File: src/rtl/hazard_mon_pkg.sv
`default_nettype none
// ============================================================================
// Module   : hazard_mon_pkg
// Purpose  : Opcodes, error codes, state type and source-usage helpers for the
//            hazard stall monitor.
// Revision : 1.0 - initial release
// ============================================================================
package hazard_mon_pkg;

  localparam logic [6:0] LOAD   = 7'b0000011;
  localparam logic [6:0] STORE  = 7'b0100011;
  localparam logic [6:0] BRANCH = 7'b1100011;
  localparam logic [6:0] OP     = 7'b0110011;
  localparam logic [6:0] OP_IMM = 7'b0010011;
  localparam logic [6:0] LUI    = 7'b0110111;
  localparam logic [6:0] AUIPC  = 7'b0010111;
  localparam logic [6:0] JAL    = 7'b1101111;
  localparam logic [6:0] JALR   = 7'b1100111;
  localparam logic [6:0] AMO    = 7'b0101111;

  typedef enum logic [1:0] {
    ERR_NONE    = 2'b00,
    ERR_MISSING = 2'b01,
    ERR_EARLY   = 2'b10,
    ERR_LONG    = 2'b11
  } err_code_e;

  typedef enum logic [0:0] {
    IDLE = 1'b0,
    CHK  = 1'b1
  } mon_state_e;

  function automatic logic uses_rs1(input logic [6:0] op);
    return !((op == LUI) || (op == AUIPC) || (op == JAL));
  endfunction

  function automatic logic uses_rs2(input logic [6:0] op);
    return (op == BRANCH) || (op == STORE) || (op == OP) || (op == AMO);
  endfunction

endpackage
`default_nettype wire

File: src/rtl/hazard_req_decode.sv
`default_nettype none
// ============================================================================
// Module   : hazard_req_decode
// Purpose  : Combinational required-stall-length decode from ID/EX/MEM state.
// Revision : 1.0 - initial release
// ============================================================================
module hazard_req_decode
  import hazard_mon_pkg::*;
#(
  parameter int REG_W = 5
) (
  input  logic             id_valid_i,
  input  logic [6:0]       id_opcode_i,
  input  logic [REG_W-1:0] id_rs1_i,
  input  logic [REG_W-1:0] id_rs2_i,
  input  logic [1:0]       id_branch_i,
  input  logic [6:0]       ex_opcode_i,
  input  logic [REG_W-1:0] ex_rd_i,
  input  logic             ex_regwr_i,
  input  logic [6:0]       mem_opcode_i,
  input  logic [REG_W-1:0] mem_rd_i,
  output logic [1:0]       req_o
);

  logic w_src1;
  logic w_src2;
  logic w_br;
  logic w_ex_load;
  logic w_mem_load;
  logic w_ex_hit;
  logic w_mem_hit;

  assign w_src1     = uses_rs1(id_opcode_i);
  assign w_src2     = uses_rs2(id_opcode_i);
  assign w_br       = (id_branch_i == 2'b01);
  assign w_ex_load  = (ex_opcode_i == LOAD);
  assign w_mem_load = (mem_opcode_i == LOAD);

  // x0 is hardwired to zero, so it never carries a real dependence
  assign w_ex_hit  = (ex_rd_i != '0) &&
                     ((w_src1 && (id_rs1_i == ex_rd_i)) || (w_src2 && (id_rs2_i == ex_rd_i)));
  assign w_mem_hit = (mem_rd_i != '0) &&
                     ((w_src1 && (id_rs1_i == mem_rd_i)) || (w_src2 && (id_rs2_i == mem_rd_i)));

  always_comb begin
    req_o = 2'd0;
    if (id_valid_i) begin
      if (w_br) begin
        if (w_ex_load && w_ex_hit) begin
          req_o = 2'd2;
        end else if ((ex_regwr_i && w_ex_hit) || (w_mem_load && w_mem_hit)) begin
          req_o = 2'd1;
        end
      end else if (w_ex_load && w_ex_hit) begin
        req_o = 2'd1;
      end
    end
  end

endmodule
`default_nettype wire

File: src/rtl/hazard_stall_monitor.sv
`default_nettype none
// ============================================================================
// Module   : hazard_stall_monitor
// Purpose  : Passive checker flagging missing, early-released or over-long
//            hazard stalls. Define STALL_MON_STATS_EN for statistics counters.
// Revision : 1.0 - initial release
// ============================================================================
module hazard_stall_monitor
  import hazard_mon_pkg::*;
#(
  parameter int REG_W     = 5,
  parameter int MAX_STALL = 2,
  parameter int RUN_W     = 4,
  parameter int CNT_W     = 32
) (
  input  logic             clk,
  input  logic             reset,
  input  logic             id_valid_i,
  input  logic [6:0]       id_opcode_i,
  input  logic [REG_W-1:0] id_rs1_i,
  input  logic [REG_W-1:0] id_rs2_i,
  input  logic [1:0]       id_branch_i,
  input  logic [6:0]       ex_opcode_i,
  input  logic [REG_W-1:0] ex_rd_i,
  input  logic             ex_regwr_i,
  input  logic [6:0]       mem_opcode_i,
  input  logic [REG_W-1:0] mem_rd_i,
  input  logic             stall_i,
  input  logic             ext_stall_i,
  input  logic             flush_i,
  output logic [1:0]       req_o,
  output logic [RUN_W-1:0] run_o,
  output logic             err_o,
  output logic [1:0]       err_code_o,
  output logic             err_sticky_o
`ifdef STALL_MON_STATS_EN
  ,
  output logic [CNT_W-1:0] stall_cnt_o,
  output logic [CNT_W-1:0] hazard_cnt_o,
  output logic [CNT_W-1:0] err_cnt_o
`endif
);

  logic [1:0]       w_req;
  mon_state_e       r_state;
  mon_state_e       w_state_nx;
  logic [1:0]       r_rem;
  logic [1:0]       w_rem_nx;
  logic [RUN_W-1:0] r_run;
  logic [RUN_W-1:0] w_run_nx;
  logic             w_e01;
  logic             w_e10;
  logic             w_e11;
  logic             w_inc;
  err_code_e        w_code;
  logic             r_err;
  err_code_e        r_code;
  logic             r_sticky;

  hazard_req_decode #(
    .REG_W(REG_W)
  ) u_decode (
    .id_valid_i  (id_valid_i),
    .id_opcode_i (id_opcode_i),
    .id_rs1_i    (id_rs1_i),
    .id_rs2_i    (id_rs2_i),
    .id_branch_i (id_branch_i),
    .ex_opcode_i (ex_opcode_i),
    .ex_rd_i     (ex_rd_i),
    .ex_regwr_i  (ex_regwr_i),
    .mem_opcode_i(mem_opcode_i),
    .mem_rd_i    (mem_rd_i),
    .req_o       (w_req)
  );

  always_comb begin
    w_state_nx = r_state;
    w_rem_nx   = r_rem;
    w_e01      = 1'b0;
    w_e10      = 1'b0;
    if (flush_i) begin
      w_state_nx = IDLE;
      w_rem_nx   = 2'd0;
    end else if (!ext_stall_i) begin
      case (r_state)
        IDLE: begin
          if (w_req != 2'd0) begin
            if (stall_i) begin
              w_state_nx = CHK;
              w_rem_nx   = w_req - 2'd1;
            end else begin
              w_e01 = 1'b1;
            end
          end
        end
        CHK: begin
          if (r_rem != 2'd0) begin
            if (!stall_i) begin
              w_e10      = 1'b1;
              w_state_nx = IDLE;
              w_rem_nx   = 2'd0;
            end else begin
              w_rem_nx = r_rem - 2'd1;
            end
          end else begin
            w_state_nx = IDLE;
          end
        end
        default: begin
          w_state_nx = IDLE;
          w_rem_nx   = 2'd0;
        end
      endcase
    end
  end

  // Excused stalls freeze the run length rather than breaking the run
  assign w_inc = stall_i && !ext_stall_i && !flush_i;

  always_comb begin
    w_run_nx = r_run;
    if (flush_i) begin
      w_run_nx = '0;
    end else if (ext_stall_i) begin
      w_run_nx = r_run;
    end else if (stall_i) begin
      w_run_nx = (r_run == '1) ? r_run : r_run + 1'b1;
    end else begin
      w_run_nx = '0;
    end
  end

  assign w_e11 = w_inc && (r_run == RUN_W'(MAX_STALL));

  always_comb begin
    w_code = ERR_NONE;
    if (w_e10) begin
      w_code = ERR_EARLY;
    end else if (w_e01) begin
      w_code = ERR_MISSING;
    end else if (w_e11) begin
      w_code = ERR_LONG;
    end
  end

  always_ff @(posedge clk) begin
    if (!reset) begin
      r_state  <= IDLE;
      r_rem    <= 2'd0;
      r_run    <= '0;
      r_err    <= 1'b0;
      r_code   <= ERR_NONE;
      r_sticky <= 1'b0;
    end else begin
      r_state  <= w_state_nx;
      r_rem    <= w_rem_nx;
      r_run    <= w_run_nx;
      r_err    <= (w_code != ERR_NONE);
      r_code   <= w_code;
      r_sticky <= r_sticky | (w_code != ERR_NONE);
    end
  end

  assign req_o        = reset ? w_req : 2'd0;
  assign run_o        = r_run;
  assign err_o        = r_err;
  assign err_code_o   = r_code;
  assign err_sticky_o = r_sticky;

`ifdef STALL_MON_STATS_EN
  logic [CNT_W-1:0] r_stall_cnt;
  logic [CNT_W-1:0] r_hazard_cnt;
  logic [CNT_W-1:0] r_err_cnt;
  logic             w_hazard_start;

  assign w_hazard_start = (r_state == IDLE) && (w_state_nx == CHK);

  always_ff @(posedge clk) begin
    if (!reset) begin
      r_stall_cnt  <= '0;
      r_hazard_cnt <= '0;
      r_err_cnt    <= '0;
    end else begin
      if (stall_i && !ext_stall_i && (r_stall_cnt != '1)) begin
        r_stall_cnt <= r_stall_cnt + 1'b1;
      end
      if (w_hazard_start && (r_hazard_cnt != '1)) begin
        r_hazard_cnt <= r_hazard_cnt + 1'b1;
      end
      if ((w_code != ERR_NONE) && (r_err_cnt != '1)) begin
        r_err_cnt <= r_err_cnt + 1'b1;
      end
    end
  end

  assign stall_cnt_o  = r_stall_cnt;
  assign hazard_cnt_o = r_hazard_cnt;
  assign err_cnt_o    = r_err_cnt;
`endif

endmodule
`default_nettype wire

File: config.mk
export PLATFORM = sky130hd
export DESIGN_NAME = hazard_stall_monitor
export DESIGN_NICKNAME = d
export VERILOG_FILES = /design/src/rtl/hazard_mon_pkg.sv /design/src/rtl/hazard_req_decode.sv /design/src/rtl/hazard_stall_monitor.sv
export SDC_FILE = /design/constraint.sdc
export NUM_CORES = 1
export LEC_CHECK = 0
export BUFFER_PORTS_ARGS = -buffer_cell sky130_fd_sc_hd__buf_4
export CAP_MARGIN = 15
export CELL_PAD_IN_SITES_DETAIL_PLACEMENT = 1
export CELL_PAD_IN_SITES_GLOBAL_PLACEMENT = 2
export CORE_MARGIN = 4
export CORE_UTILIZATION = 21
export CTS_BUF_LIST = sky130_fd_sc_hd__clkbuf_8
export DETAILED_ROUTE_END_ITERATION = 10
export PLACE_DENSITY_LB_ADDON = 0.1
export SLEW_MARGIN = 20
export SYNTH_ARGS = -nofsm -noshare
export SYNTH_HDL_FRONTEND = slang
export SYNTH_SLANG_ARGS = --single-unit
File: constraint.sdc
create_clock -name clk -period 2.2 [get_ports clk]
set_clock_uncertainty 0.1 [all_clocks]
set_input_delay 0.11 -clock clk [delete_from_list [all_inputs] [get_ports clk]]
set_output_delay 0.11 -clock clk [all_outputs]
set_load 0.01 [all_outputs]
==> impl_metrics.toml <==
[run_status]
status = "complete, but fails checks"
violations = "setup timing"

[sta]
relSlewSlack = 0.6933
clock.fmax_mhz = 454.4
finalWorstSetupSlack_ns = -0.0005693
period_share = 1.000
rsz0062_at_grt = "true"
worst_pin_slew_ns = 0.4590
finalHoldViolations = 0
tns_ns = -0.0005693
setup_viol = 1
slew_viol_final = 0
period_needed_ns = 2.201

[layout]
fill_cells = 560
final_cell_area_sq_um = 1842
num_antenna_cells = 0
regArea_sq_um = 220.2
fin_cells = 264
final_core_util = 0.4089
multi_input_area_sq_um = 848.3
layout-drive-gt1-share = 0.5142
nets = 267
syn_to_final_growth_pct = 81.95

[logic_synthesis]
synth-edff-count = 0
synth_nets = 180
synth.most_common_cell = "xor2_1"
ys.flop_type = "dfxtp_1"
ys_ff_latch = 11
yosysUniqueCellTypes = 39
yosysTopAreaCell = "dfxtp_1"
ys_async_sr_fraction = 0
ys_top_cells_by_area = "dfxtp_1, xor2_1, xnor2_1"
synth_area_per_cell_sq_um = 8.034
ys_seq_area_frac = 0.2176
yosysWarnings = 0
synth_common_cells = "xor2_1, dfxtp_1, nand2_1"
netlist_instances = 126
netlist_area_sq_um = 1012
synth_top_area_share = 0.2176

[route]
drcViolationCount = 0
vias = 1253
wl_um = 3865
antenna_left = 0
routedWlPerCell_um = 14.64
first_pass_iters = 3
viasPerCell = 4.746
drt_iter0_markers = 22

[worst_setup_path]
crit_path_end = "r_rem[0]$_SDFFE_PP0P_"
crit_path_end_kind = "register"
crit_type = "in -> reg"
worst_path_largest_cell_delay_ns = 0.34
r2r_cells = 5
path_cells = "buf_8, and4bb_1, o2111a_2, nand4_4, a211oi_4, nand2b_4, o21ai_2, nand2_2, ha_4, nor2_4, a21oi_2, nor2_2, buf_4, a311oi_2"
required_ns = 2.26
r2r-start = "run_o[1]$_SDFFE_PP0P_"
worstSetupStartpointType = "primary input"
crit_start = "id_opcode_i[4]"
cp_max_fo = 4
arrival_ns = 2.26
r2r-end = "run_o[3]$_SDFFE_PP0P_"
worst_path_max_delay_cell = "a211oi_4"
r2r_slack_ns = 0.56

[grt]
grt_remaining_overflow = 0
track_usage = 0.1304
grt_pass1_vias = 1349
grt_max_degree = 12
antenna_found_initial = 0
grt_pass1_wl_um = 6492

[cts]
clock_latency_ns = 0.24
cts.sinks = 11
htreeDepth = 1
clkTransAtPathRegs_ns = 0.05
numCtsBuffers = 3
cts_tree = "done"
root_buffer = "clkbuf_8"
clockBufferDepth = 2

[die]
core-area_sq_um = 4504
dieArea_sq_um = 5995
die_width_um = 77.43
dieHeight_um = 77.43
io_pins = 60
rows = 24
start_util = 0.2247

[placement]
io_buffers = 59
globalplace.congestion = 0.7945
place_inst = 251
postPlaceCellArea_sq_um = 1632
post-place-ws_ns = -0.4108
hpwlAfterDp_um = 3254

[job]
drv_cap = 0

[pwr]
ir_worst_vdd_mv = 0.1889
pwr_density_cell_nw_per_um2 = 321.7
power_leakage_uw = 0.0007805

[worst_hold_path]
hp-class = "in -> reg"
[critical path: cells and delay by family]
| kind | cells | cell delay [ns] |
|---|---|---|
| compound gates | 5 | 1.00 |
| fa+ha+maj | 1 | 0.13 |
| buf+inv | 2 | 0.23 |
| simple gates | 6 | 0.78 |
[metal layers]
layer / GRT usage / part of all wire / up-vias
met3: 0.03588 / 0.056 / 4
li1: - / - / 627
met4: 0.02135 / 0.0072 / 0
met5: 0 / 0 / -
met1: 0.1565 / 0.43 / 583
met2: 0.2349 / 0.51 / 39
[registers in the layout, summed over array words and instances, names as in the netlist]
register,count
r_rem,2
err_o,1
err_sticky_o,1
err_code_o,2
run_o,4
r_state,1
[cells by family (layout without fill, tap and decap cells)]
family | count (synthesis) | after routing | synth area share
and+or+nand+nor | 57 | 57 | 0.3325
AOI/OAI and AO/OA | 26 | 26 | 0.1854
xor gates and xnor gates | 21 | 21 | 0.1817
DFF | 11 | 11 | 0.2176
buffers and inverters | 6 | 92 | 0.02225
adders and majority gates | 4 | 4 | 0.04945
muxes | 1 | 1 | 0.01112
[area by class of cell]
cell class | count | area share
Multi-Input combinational cell | 109 | 0.4606
Clock buffer | 3 | 0.02242
Timing Repair Buffer | 83 | 0.3499
Clock inverter | 1 | 0.002038
Sequential cell | 11 | 0.1196
Tap cell | 52 | 0.03533
Inverter | 5 | 0.01019
[layout by cell type, fill, tap and decap left out, drive strengths merged, types with 2 or more instances in the layout]
master   n
buf     82
xor2    13
dfxtp   11
nand2   11
nor2    11
nor3    10
a21oi   10
xnor2    8
inv      6
nand4    6
o21ai    5
nor2b    4
nand2b   4
ha       4
clkbuf   3
nand3    3
a211oi   3
nor4b    2
[through the flow]
stage          hold slack, ns  power, uW
4_1_cts               0.09684      598.1
6_report              0.09655      592.5
2_1_floorplan          0.1202      266.2
5_1_grt                0.1091      636.9
3_5_place_dp           0.2465      385.1
3_3_place_gp           0.2467      379.8
[worst min-delay path by stage]
| stage | cells after the start | end | from |
|---|---|---|---|
| final | 4 | err_code_o[0]$_SDFF_PN0_ | flush_i |
| after global routing | 4 | err_o$_SDFF_PN0_ | flush_i |
| after CTS | 4 | err_code_o[0]$_SDFF_PN0_ | flush_i |
| after detailed placement | 2 | err_sticky_o$_SDFF_PN0_ | reset |
| after global placement | 2 | err_sticky_o$_SDFF_PN0_ | reset |
| after floorplan | 1 | err_sticky_o$_SDFF_PN0_ | reset |
[what timing repair did]
item	4_1_cts	5_1_grt
buffers inserted	4	4
endpoints found under the hold margin	1	0
setup endpoints to repair	3	5
pin swaps	11	15
hold buffers	1	0
resized for setup	11	11
[where the power goes]
group | internal, uW | switching, uW
combinational | 110 | 80.4
sequential | 200 | 0.761
clock | 123 | 78.4
No activity file was read; power rests on OpenSTA's default activity.
